**src/rtl/div_unit_32b.sv**
```systemverilog
// div_unit_32b: sequential 32-bit signed restoring divider (DIV -> LO/HI).
// Each CALC cycle performs one trial subtraction of the divisor magnitude
// from the shifted partial remainder; FIX applies the operand signs.
// Quotient truncates toward zero and the remainder takes the dividend's sign.
module div_unit_32b #(
  parameter int WIDTH = 32
) (
  input  logic             clk,
  input  logic             reset,
  input  logic             start,
  input  logic [WIDTH-1:0] dividend,
  input  logic [WIDTH-1:0] divisor,
  output logic             busy,
  output logic             done,
  output logic [WIDTH-1:0] quotient,
  output logic [WIDTH-1:0] remainder,
  output logic             div_by_zero
);

  localparam int CW = $clog2(WIDTH);
  localparam logic [CW-1:0] LAST_STEP = CW'(WIDTH - 1);

  typedef enum logic [1:0] {
    IDLE,
    CALC,
    FIX,
    DONE
  } state_t;

  state_t           state;
  logic [WIDTH-1:0] q;          // dividend magnitude shifting out, quotient bits shifting in
  logic [WIDTH-1:0] d;          // divisor magnitude
  logic [WIDTH:0]   r;          // partial remainder, one guard bit
  logic [CW-1:0]    count;
  logic             sign_a;     // dividend negative
  logic             sign_b;     // divisor negative

  logic [WIDTH-1:0] dividend_abs;
  logic [WIDTH-1:0] divisor_abs;
  logic [WIDTH:0]   shifted;
  logic [WIDTH:0]   trial;
  logic [WIDTH-1:0] q_fixed;
  logic [WIDTH-1:0] r_fixed;
  logic             accept;

  // Magnitudes of the operands; -2^31 maps onto 0x80000000, which is its
  // correct unsigned magnitude, so the most-negative value needs no special case.
  assign dividend_abs = dividend[WIDTH-1] ? -dividend : dividend;
  assign divisor_abs  = divisor[WIDTH-1]  ? -divisor  : divisor;

  // One restoring step: bring in the next dividend bit, then try subtracting.
  // The remainder is always below D, so R[31:0] carries all of it.
  assign shifted = {r[WIDTH-1:0], q[WIDTH-1]};
  assign trial   = shifted - {1'b0, d};

  // Sign correction applied in FIX.
  assign q_fixed = (sign_a ^ sign_b) ? -q : q;
  assign r_fixed = sign_a ? -r[WIDTH-1:0] : r[WIDTH-1:0];

  assign accept = start && ((state == IDLE) || (state == DONE));

  // Control FSM and datapath registers; all outputs are registered here.
  // NOTE: sequential state uses non-blocking (<=) so every register samples
  // pre-edge values; blocking here would chain q/r updates within one edge.
  always_ff @(posedge clk or posedge reset) begin
    if (reset) begin
      state       <= IDLE;
      q           <= '0;
      d           <= '0;
      r           <= '0;
      count       <= '0;
      sign_a      <= 1'b0;
      sign_b      <= 1'b0;
      busy        <= 1'b0;
      done        <= 1'b0;
      quotient    <= '0;
      remainder   <= '0;
      div_by_zero <= 1'b0;
    end else begin
      // done is a single-cycle pulse unless reloaded below
      done <= 1'b0;
      if (accept) begin
        if (divisor == '0) begin
          // Zero divisor: report immediately, never enter CALC.
          state       <= DONE;
          done        <= 1'b1;
          busy        <= 1'b0;
          quotient    <= '1;
          remainder   <= dividend;
          div_by_zero <= 1'b1;
        end else begin
          state  <= CALC;
          busy   <= 1'b1;
          q      <= dividend_abs;
          d      <= divisor_abs;
          r      <= '0;
          count  <= '0;
          sign_a <= dividend[WIDTH-1];
          sign_b <= divisor[WIDTH-1];
        end
      end else begin
        unique case (state)
          IDLE: state <= IDLE;
          CALC: begin
            if (!trial[WIDTH]) begin
              r <= trial;
              q <= {q[WIDTH-2:0], 1'b1};
            end else begin
              r <= shifted;
              q <= {q[WIDTH-2:0], 1'b0};
            end
            count <= count + 1'b1;
            if (count == LAST_STEP) state <= FIX;
          end
          FIX: begin
            quotient    <= q_fixed;
            remainder   <= r_fixed;
            div_by_zero <= 1'b0;
            done        <= 1'b1;
            busy        <= 1'b0;
            state       <= DONE;
          end
          DONE: state <= IDLE;
          default: state <= IDLE;
        endcase
      end
    end
  end

endmodule
```
**config.mk**
```make
export PLATFORM = sky130hd
export DESIGN_NAME = div_unit_32b
export DESIGN_NICKNAME = d
export VERILOG_FILES = /design/src/rtl/div_unit_32b.sv
export SDC_FILE = /design/constraint.sdc
export NUM_CORES = 1
export LEC_CHECK = 0
export CORE_AREA = 2 2 167 128
export DETAILED_ROUTE_END_ITERATION = 8
export DIE_AREA = 0 0 169 130
export GPL_TIMING_DRIVEN = 1
export HOLD_SLACK_MARGIN = 0.1
export PLACE_DENSITY = 0.81
export SKIP_CTS_REPAIR_TIMING = 1
export SKIP_LAST_GASP = 1
export SLEW_MARGIN = 15
export SYNTH_ARGS = -nofsm -noshare
export SYNTH_HDL_FRONTEND = slang
export SYNTH_SLANG_ARGS = --single-unit
```
**constraint.sdc**
```tcl
create_clock -name clk -period 8.5 [get_ports clk]
set_clock_uncertainty 0.2 [all_clocks]
set_input_delay 1.7 -clock clk [delete_from_list [all_inputs] [get_ports clk]]
set_output_delay 1.7 -clock clk [all_outputs]
set_load 0.02 [all_outputs]
```
Word-level counts from Yosys, hierarchy flattened. Cells that the tools add are included.

Reductions and logical operators: 10. Eq/ne operators: 7. Muxes and demuxes: 33. Bitwise gates (word level): 2. Add/sub/neg operators: 6.

Operators with widths (count): two-way mux 32 bit (17); negation 32 bit (4); subtractor 33 x 32 -> 33 bit (1); zero test 32 bit (1); two-way mux 5 bit (3); two-way mux 1 bit (9); two-way mux 2 bit (3); case mux 2 bit (3 select lines) (1); AND reduction 2 bit (3); adder 5 x 1 -> 5 bit (second input constant) (1); equality test 5 bit (second input constant) (1); equality test 2 bit (second input constant) (2); nonzero test 2 bit (2); inequality test 3 bit (second input constant) (1); equality test 2 x 1 -> 1 bit (second input constant) (1); zero test 2 bit (1); inequality test 2 x 1 -> 1 bit (second input constant) (1); inequality test 2 bit (second input constant) (1); OR reduction 2 bit (1); logical AND 1 bit (1); logical OR 1 bit (1); NOT 1 bit (1); XOR 1 bit (1).

Register bits: 172. Input bits: 67. Output and inout port bits: 67.

Logic depth before layout (Yosys ltp). Gate-level depths: netlist of run 1.

Depth after elaboration: 5. Depth in mapped cells: 14. Depth with buffers taken out: 12.

Worst setup path before layout of run 1. No wires, ideal clock.

Path kind: input to register. Start: input divisor[0]. End: register d[20]. Stages: 10. Setup slack: 3958 ps. Library setup time: 133 ps. Data required time: 8167 ps. Data arrival time: 4209 ps. Cells stage by stage: inv_1 ha_1 or3b_1 or3_1 or4_1 or3_1 or2_2 o31ai_1 xor2_1 o21ai_0.

Word-level cells in the longest chain between the ends: 3. Elaborated cells between the ends (all ways): 5. Those cells by class: 1 x add/sub; 1 x mux; 1 x bitwise; 2 x reduce/logical.

Ends and longest elaborated chain: start: declaration (RTL line 12) `input logic [WIDTH-1:0] divisor,`; branches (longest 3 deep; another with negation 32 bit); end signal: assignment (RTL line 95) `d <= divisor_abs;`; end: declaration (RTL line 32) `logic [WIDTH-1:0] d;`.

Several ways; the timed one is not identified. A chain may end at the register's enable or synchronous reset.

Worst setup path in the final report of run 1.
Start: input divisor[20]. End: register remainder[26].

Word-level cells in the longest chain between the ends: 3.

Ends and longest elaborated chain: zero test 32 bit (RTL line 83) `if (divisor == '0) begin`; inequality test 2 x 1 -> 1 bit (no source line); AND reduction 2 bit (no source line); end signal: assignment (RTL line 89) `remainder <= dividend;`; end signal: assignment (RTL line 117) `remainder <= r_fixed;`; end: declaration (RTL line 16) `output logic [WIDTH-1:0] remainder,`.

Every way passes these cells.

==> results of run 1 <==
==> cells in the final DEF, fill, tap and decap left out, drive strengths merged, types with 5 or more instances in the layout <==
| cell | instances |
|---|---|
| buf | 13 |
| inv | 68 |
| a211oi | 8 |
| mux2 | 7 |
| nor4 | 16 |
| or4 | 18 |
| clkbuf | 17 |
| a21o | 8 |
| o21ai | 174 |
| a21oi | 119 |
| nand2 | 171 |
| o21a | 7 |
| o211ai | 6 |
| a31oi | 11 |
| nor2b | 6 |
| or2 | 6 |
| clkdlybuf4s50 | 133 |
| o311ai | 9 |
| nand2b | 7 |
| clkinv | 5 |
| ha | 40 |
| o31ai | 33 |
| xor2 | 83 |
| xnor2 | 53 |
| nor2 | 96 |
| or3 | 12 |
| and3 | 10 |
| nor3 | 42 |
| dfrtp | 172 |
| nand3 | 36 |
| mux2i | 34 |
| o41ai | 13 |
==> per-layer routing <==
| layer | part of all wire [%] | GRT usage (%) | vias to the layer above |
|---|---|---|---|
| met5 | 0 | 0 | - |
| met4 | 2.2 | 7.441 | 0 |
| met3 | 9.7 | 7.037 | 74 |
| met2 | 43 | 45.42 | 512 |
| met1 | 45 | 44.78 | 5239 |
| li1 | - | - | 5115 |
==> metrics by stage <==
step,total power [mW],hold WS (ns)
floorplan,4.538,0.2432
global placement,5.562,0.2658
detailed placement,5.693,0.2704
CTS,6.541,0.2869
global route,7.153,0.3126
finish,6.633,0.2815
==> Yosys cell counts (all sizes together), types with 2 or more instances <==
master,number,area share [%]
o21ai,174,7.6
dfrtp,172,37
nand2,171,5.5
a21oi,119,5.2
nor2,96,3.1
xor2,83,6.2
clkbuf,67,2.4
inv,61,2.0
xnor2,53,4.0
nor3,42,1.8
ha,40,4.3
nand3,36,1.5
mux2i,34,2.9
o31ai,33,2.2
buf,19,0.89
or4,18,1.2
nor4,16,0.99
o41ai,13,1.1
or3,12,0.70
a31oi,11,0.59
and3,10,0.54
o311ai,9,0.68
a211oi,8,0.52
a21o,8,0.52
mux2,7,0.68
nand2b,7,0.38
o21a,7,0.45
nor2b,6,0.32
o211ai,6,0.39
or2,6,0.32
and2,4,0.22
nand4,4,0.22
o21bai,4,0.26
a311oi,3,0.23
o2111ai,3,0.23
a211o,2,0.15
a221oi,2,0.15
a41o,2,0.17
a41oi,2,0.15
nand3b,2,0.13
o41a,2,0.19
or3b,2,0.15
==> cells by family (layout without fill, tap and decap cells) <==
logic type | after synthesis | count (layout) | share of synthesized area (%)
AO/OA/AOI/OAI | 423 | 423 | 21.84
XOR/XNOR | 136 | 136 | 10.24
adder cells (fa/ha/maj) | 41 | 41 | 4.474
buffers and inverters | 148 | 239 | 5.313
flip-flops | 172 | 172 | 37.00
multiplexers | 41 | 41 | 3.603
other | 0 | 1 | 0
AND/OR/NAND/NOR | 436 | 436 | 17.53
==> power groups by stage <==
stage                     sequential (mW)  clock (mW)  combinational, mW
after floorplan                      1.56           0               2.98
after CTS                            1.54       0.815               4.19
after global placement               1.53           0               4.03
after detailed placement             1.54           0               4.15
after global routing                 1.59       0.848               4.72
final                                1.55       0.812               4.27
==> state kept, by name, indices dropped and copies added (netlist names) <==
| signal | flops |
|---|---|
| d | 32 |
| q | 32 |
| quotient | 32 |
| r | 32 |
| remainder | 32 |
| count | 5 |
| state | 2 |
| busy | 1 |
| div_by_zero | 1 |
| done | 1 |
| sign_a | 1 |
| sign_b | 1 |
==> tightest hold or removal path, cell delays in order (launching register included) <==
cell,delay (ns)
dfrtp_1,0.35
nand2_1,0.05
o21ai_0,0.06
==> cell type report <==
class / count / share of cell area (%)
inverter: 61 / 1.711
clock buffer: 17 / 3.110
multi-input combinational: 1077 / 49.45
timing repair buffer: 146 / 10.54
sequential: 172 / 31.47
antenna: 1 / 0.01829
clock inverter: 15 / 1.290
tap: 264 / 2.415
==> path summary, 6_finish.rpt <==
kind	endpoint	slack, ns	cells after the start
setup / recovery	remainder[26]$_DFFE_PP0P_	3.15	12
hold / removal	d[29]$_DFFE_PP0P_	0.28	2
setup reg to reg	r[16]$_DFFE_PP0P_	3.63	12
hold reg to reg	d[29]$_DFFE_PP0P_	0.28	2
max in group asynchronous	q[13]$_DFFE_PP0P_	4.87	3
min in group asynchronous	count[3]$_DFFE_PP0P_	1.61	2
==> out/metrics.yaml, run 1 <==
synth:
  ys_seq_elements: 172
  synth_area_mm2: 0.01163
  yosysSeqAreaShare_pct: 37.00
  ys.warnings.count: 0
  syn_avg_cell_area_um2: 8.328
  syn_inst: 1397
  yosysUniqueCellTypes: 82
  async_flop_share_pct: 100.0
  synth_ff_type: "dfrtp_1"
  synth_edf_count: 0
  synth_nets: 1505
worst_setup_path:
  worst-path-buf-inv: 4
  arrival_ns: 5.52
  startpoint_type: "input pin"
  required_ns: 8.67
  endpoint_kind: "flop"
  crit_family: "simple AND/OR/NAND/NOR gates"
  crit_path_cell_trace: "clkdlybuf4s50_1 > or4_1 > or3_1 > nor3_1 > nand3_1 > nor2_2 > buf_4 > nor2_4 > buf_4 > inv_1 > o21ai_0 > o21ai_0"
  critPathSlowestCell: "or4_1"
  reg2reg_from: "r[0]$_DFFE_PP0P_"
  crit_start: "divisor[20]"
  criticalPathCategory: "in -> reg"
  slowest_delay_ns: 0.57
  cp_max_fo: 58
run:
  max_cap_viol_count: 0
place:
  io_buffers: 133
  dpl.hpwl_um: 23770
  place_inst: 1719
  gp_congestion: 0.9191
  post-place-ws_ns: 2.571
  post_dp_cell_area_mm2: 0.01305
global_route:
  grt.total_usage_pct: 30.34
  gr-total-overflow: 0
  grt_start_max_net_pins: 93
  grt_pass1_wl_um: 52580
  grt_pass1_vias: 9992
  antenna_found_initial: 1
sta:
  fmax_mhz: 186.8
  fin_setup_tns_ns: 0
  rsz0062_at_grt: "no"
  period_share_pct: 62.99
  fin_crit_ns: 5.354
  tightest_slew_ns: 1.149
  slew_headroom_pct: 23.13
  hold_violations: 0
  final_max_slew_viol_count: 0
  report.final.setup_viol: 0
  setup_slack_ns: 3.146
clock_network:
  numCtsBuffers: 17
  ctsHtreeMaxLevel: 4
  cts_root_buffer: "clkbuf_16"
  cts_sinks: 172
  clkLatencyLatePin_ns: 0.45
  clockBufferDepth: 2
  cts_tree: "yes"
  clk_pin_slew_ns: 0.07
power_and_ir_drop:
  pwr-share-comb_pct: 64.4
  p_switching_mw: 3.373
  internal_power_mw: 3.259
  vdd_drop_max_v: 0.0002567
  pwr-share-seq_pct: 23.4
  cellLeakagePower_nw: 5.942
  powerDensity_mw_per_mm2: 484.9
  swShare_pct: 50.86
  power.share.clock_pct: 12.2
min_path:
  hold_start: "d[29]$_DFFE_PP0P_"
  hold_class: "reg -> reg"
layout:
  final_cells: 1753
  fin_util_pct: 66.38
  nets: 1583
  nFillCells: 1659
  postLayoutCellArea_mm2: 0.01368
  areaGrowthSynthToFinish_pct: 17.57
  multi_input_area_mm2: 0.006764
  regArea_mm2: 0.004304
  drive_above_1_share_pct: 5.645
floorplan:
  start_util_pct: 56.46
  io_pins: 134
  die-width_um: 169
  core_mm2: 0.02060
  std_cell_rows: 46
  die-height_um: 130
  die_area_mm2: 0.02197
drt:
  drt-vias-per-instance: 6.241
  totalWireLength_um: 33120
  drt_first_pass_iters: 6
  vias: 10940
  route.detailed.drc: 0
  wl_per_cell_um: 18.90
  initialDrtViolationCount: 1099
  detail-route-antenna-nets: 0
outcome:
  outcome: "completed"
No activity file was read; power rests on OpenSTA's default activity.
==> inputs of run 2 (changes only) <==
==> constraint.sdc (replaced) <==
create_clock -name clk -period 5 [get_ports clk]
set_clock_uncertainty 0.2 [all_clocks]
set_input_delay 1 -clock clk [delete_from_list [all_inputs] [get_ports clk]]
set_output_delay 1 -clock clk [all_outputs]
set_load 0.02 [all_outputs]
==> out/metrics.yaml, run 2 (synthesized netlist as in run 1, its figures left out) <==
worst_setup_path:
  crit_start: "r[18]$_DFFE_PP0P_"
  reg2reg_from: "r[18]$_DFFE_PP0P_"
  startpoint_type: "flop"
  worst-r2r-setup-slack_ns: 0.63  # -3.00 ns
  required_ns: 5.12  # -3.55 ns
  arrival_ns: 4.49  # -1.03 ns
  endpoint_kind: "flop"
  ff2ff_path_depth: 11  # -1
  r2r_end: "r[9]$_DFFE_PP0P_"
  cp_max_fo: 34  # -41%
  criticalPathCategory: "reg -> reg"
min_path:
  hold_start: "d[21]$_DFFE_PP0P_"
  min_path_cells: 2  # unchanged
  min_to: "d[21]$_DFFE_PP0P_"
  hold_class: "reg -> reg"
clock_network:
  cts_root_buffer: "clkbuf_16"
  clk_pin_slew_ns: 0.07  # about the same
  numCtsBuffers: 17  # unchanged
  clkLatencyLatePin_ns: 0.44  # about the same
  clockBufferDepth: 2  # unchanged
  ctsHtreeMaxLevel: 4  # unchanged
  cts_sinks: 172  # unchanged
  cts_tree: "yes"
layout:
  nets: 1590  # +0.44%
  diodes: 0  # -1
  areaGrowthSynthToFinish_pct: 17.99
  fin_util_pct: 66.62  # +0.24 points
  postLayoutCellArea_mm2: 0.01373  # +0.36%
  most-common-layout-cells: "dfrtp_1 (172), nand2_1 (170), o21ai_0 (167)"
  drive_above_1_share_pct: 6.020  # +0.37 points
  layout_commonest_cell: "dfrtp_1"
drt:
  initialDrtViolationCount: 1190  # +8.3%
  totalWireLength_um: 32840  # -0.85%
  drt_first_pass_iters: 5  # -1
  vias: 10770  # -1.6%
  drt-vias-per-instance: 6.123  # -1.9%
  detail-route-antenna-nets: 0  # unchanged
  wl_per_cell_um: 18.67  # -1.2%
  route.detailed.drc: 0  # unchanged
floorplan:
  start_util_pct: 56.46  # unchanged
  core_mm2: 0.02060  # unchanged
  die_area_mm2: 0.02197  # unchanged
  die-height_um: 130  # unchanged
  die-width_um: 169  # unchanged
  io_pins: 134  # unchanged
  std_cell_rows: 46  # unchanged
outcome:
  outcome: "completed"
global_route:
  grt_pass1_wl_um: 52590  # about the same
  antenna_found_initial: 1  # unchanged
  grt.total_usage_pct: 30.35  # about the same
  grt_start_max_net_pins: 173  # +86%
  gr-total-overflow: 0  # unchanged
  grt_pass1_vias: 10050  # +0.60%
power_and_ir_drop:
  cellLeakagePower_nw: 5.971  # +0.49%
  powerDensity_mw_per_mm2: 815.8  # +68%
  vdd_drop_max_v: 0.0004790  # +87%
place:
  io_buffers: 133  # unchanged
  gp_congestion: 0.9602  # +4.5%
  post_dp_cell_area_mm2: 0.01314  # +0.66%
  dpl.hpwl_um: 23900  # +0.54%
  post-place-ws_ns: 0.3918  # -2.179 ns
run:
  max_cap_viol_count: 0  # unchanged
sta:
  hold_violations: 0  # unchanged
  setup_slack_ns: 0.6322  # -2.514 ns
  period_share_pct: 87.36
  tightest_slew_ns: 1.182  # +0.03334 ns
  fin_setup_tns_ns: 0  # unchanged
  rsz0062_at_grt: "no"
  report.final.setup_viol: 0  # unchanged
  final_max_slew_viol_count: 0  # unchanged
  holdWs_ns: 0.2805  # -0.001035 ns
  fmax_mhz: 228.9
  slew_headroom_pct: 20.90  # -2.2 points
  fin_crit_ns: 4.368
[run 2: power breakdown]
group          leakage, nW  internal, mW  switching [mW]
sequential            2.17          1.98           0.654
combinational         3.53          2.90            4.36
clock                0.276         0.670           0.634
[run 2: metrics by stage]
step | instances | total power, mW
after global placement | 1726 | 9.539
after detailed placement | 1726 | 9.726
after floorplan | 1397 | 7.715
final | 1759 | 11.20
after global routing | 1759 | 12.14
after CTS | 1758 | 11.10
[run 2: worst max-delay path, stage by stage, from the launching register on]
cell and delay [ns]:
dfrtp_1 0.48, ha_1 0.43, and2_1 0.20, o2111ai_1 0.14, a2111oi_0 0.79, o2111ai_1 0.22
a211oi_1 0.48, nor3_1 0.19, a311oi_4 0.24, buf_4 0.43, nor4_1 0.12, a211o_1 0.31
[run 2: per-layer routing]
layer  global-route usage [%]  part of all wire [%]  vias up
met5                        0                 0.021        -
met4                    9.955                   2.1        2
met3                    6.005                   7.7       56
met2                    46.58                    44      423
met1                    43.56                    46     5149
li1                         -                     -     5140
[run 2: worst max-delay path by stage]
stage | endpoint
floorplan | d[20]$_DFFE_PP0P_
global placement | q[22]$_DFFE_PP0P_
detailed placement | d[20]$_DFFE_PP0P_
CTS | r[9]$_DFFE_PP0P_
global route | r[9]$_DFFE_PP0P_
finish | r[9]$_DFFE_PP0P_
[run 2: area by class of cell]
cell class                 instances  area [µm²]
clock buffer                      18       439.2
clock inverter                    14       127.6
fill                            1712        6878
inverter                          61       232.7
multi-input combinational       1077        6761
sequential                       172        4304
tap                              264       330.3
timing repair buffer             153        1531
==> inputs of run 3 (changes only) <==
--- a/config.mk
+++ b/config.mk
@@ -11,6 +11,7 @@
 export GPL_TIMING_DRIVEN = 1
 export HOLD_SLACK_MARGIN = 0.1
 export PLACE_DENSITY = 0.81
+export SETUP_SLACK_MARGIN = 0.3
 export SKIP_CTS_REPAIR_TIMING = 1
 export SKIP_LAST_GASP = 1
 export SLEW_MARGIN = 15
==> results of run 3 <==
Final layout, timing and power as in run 2 (identical DEF).
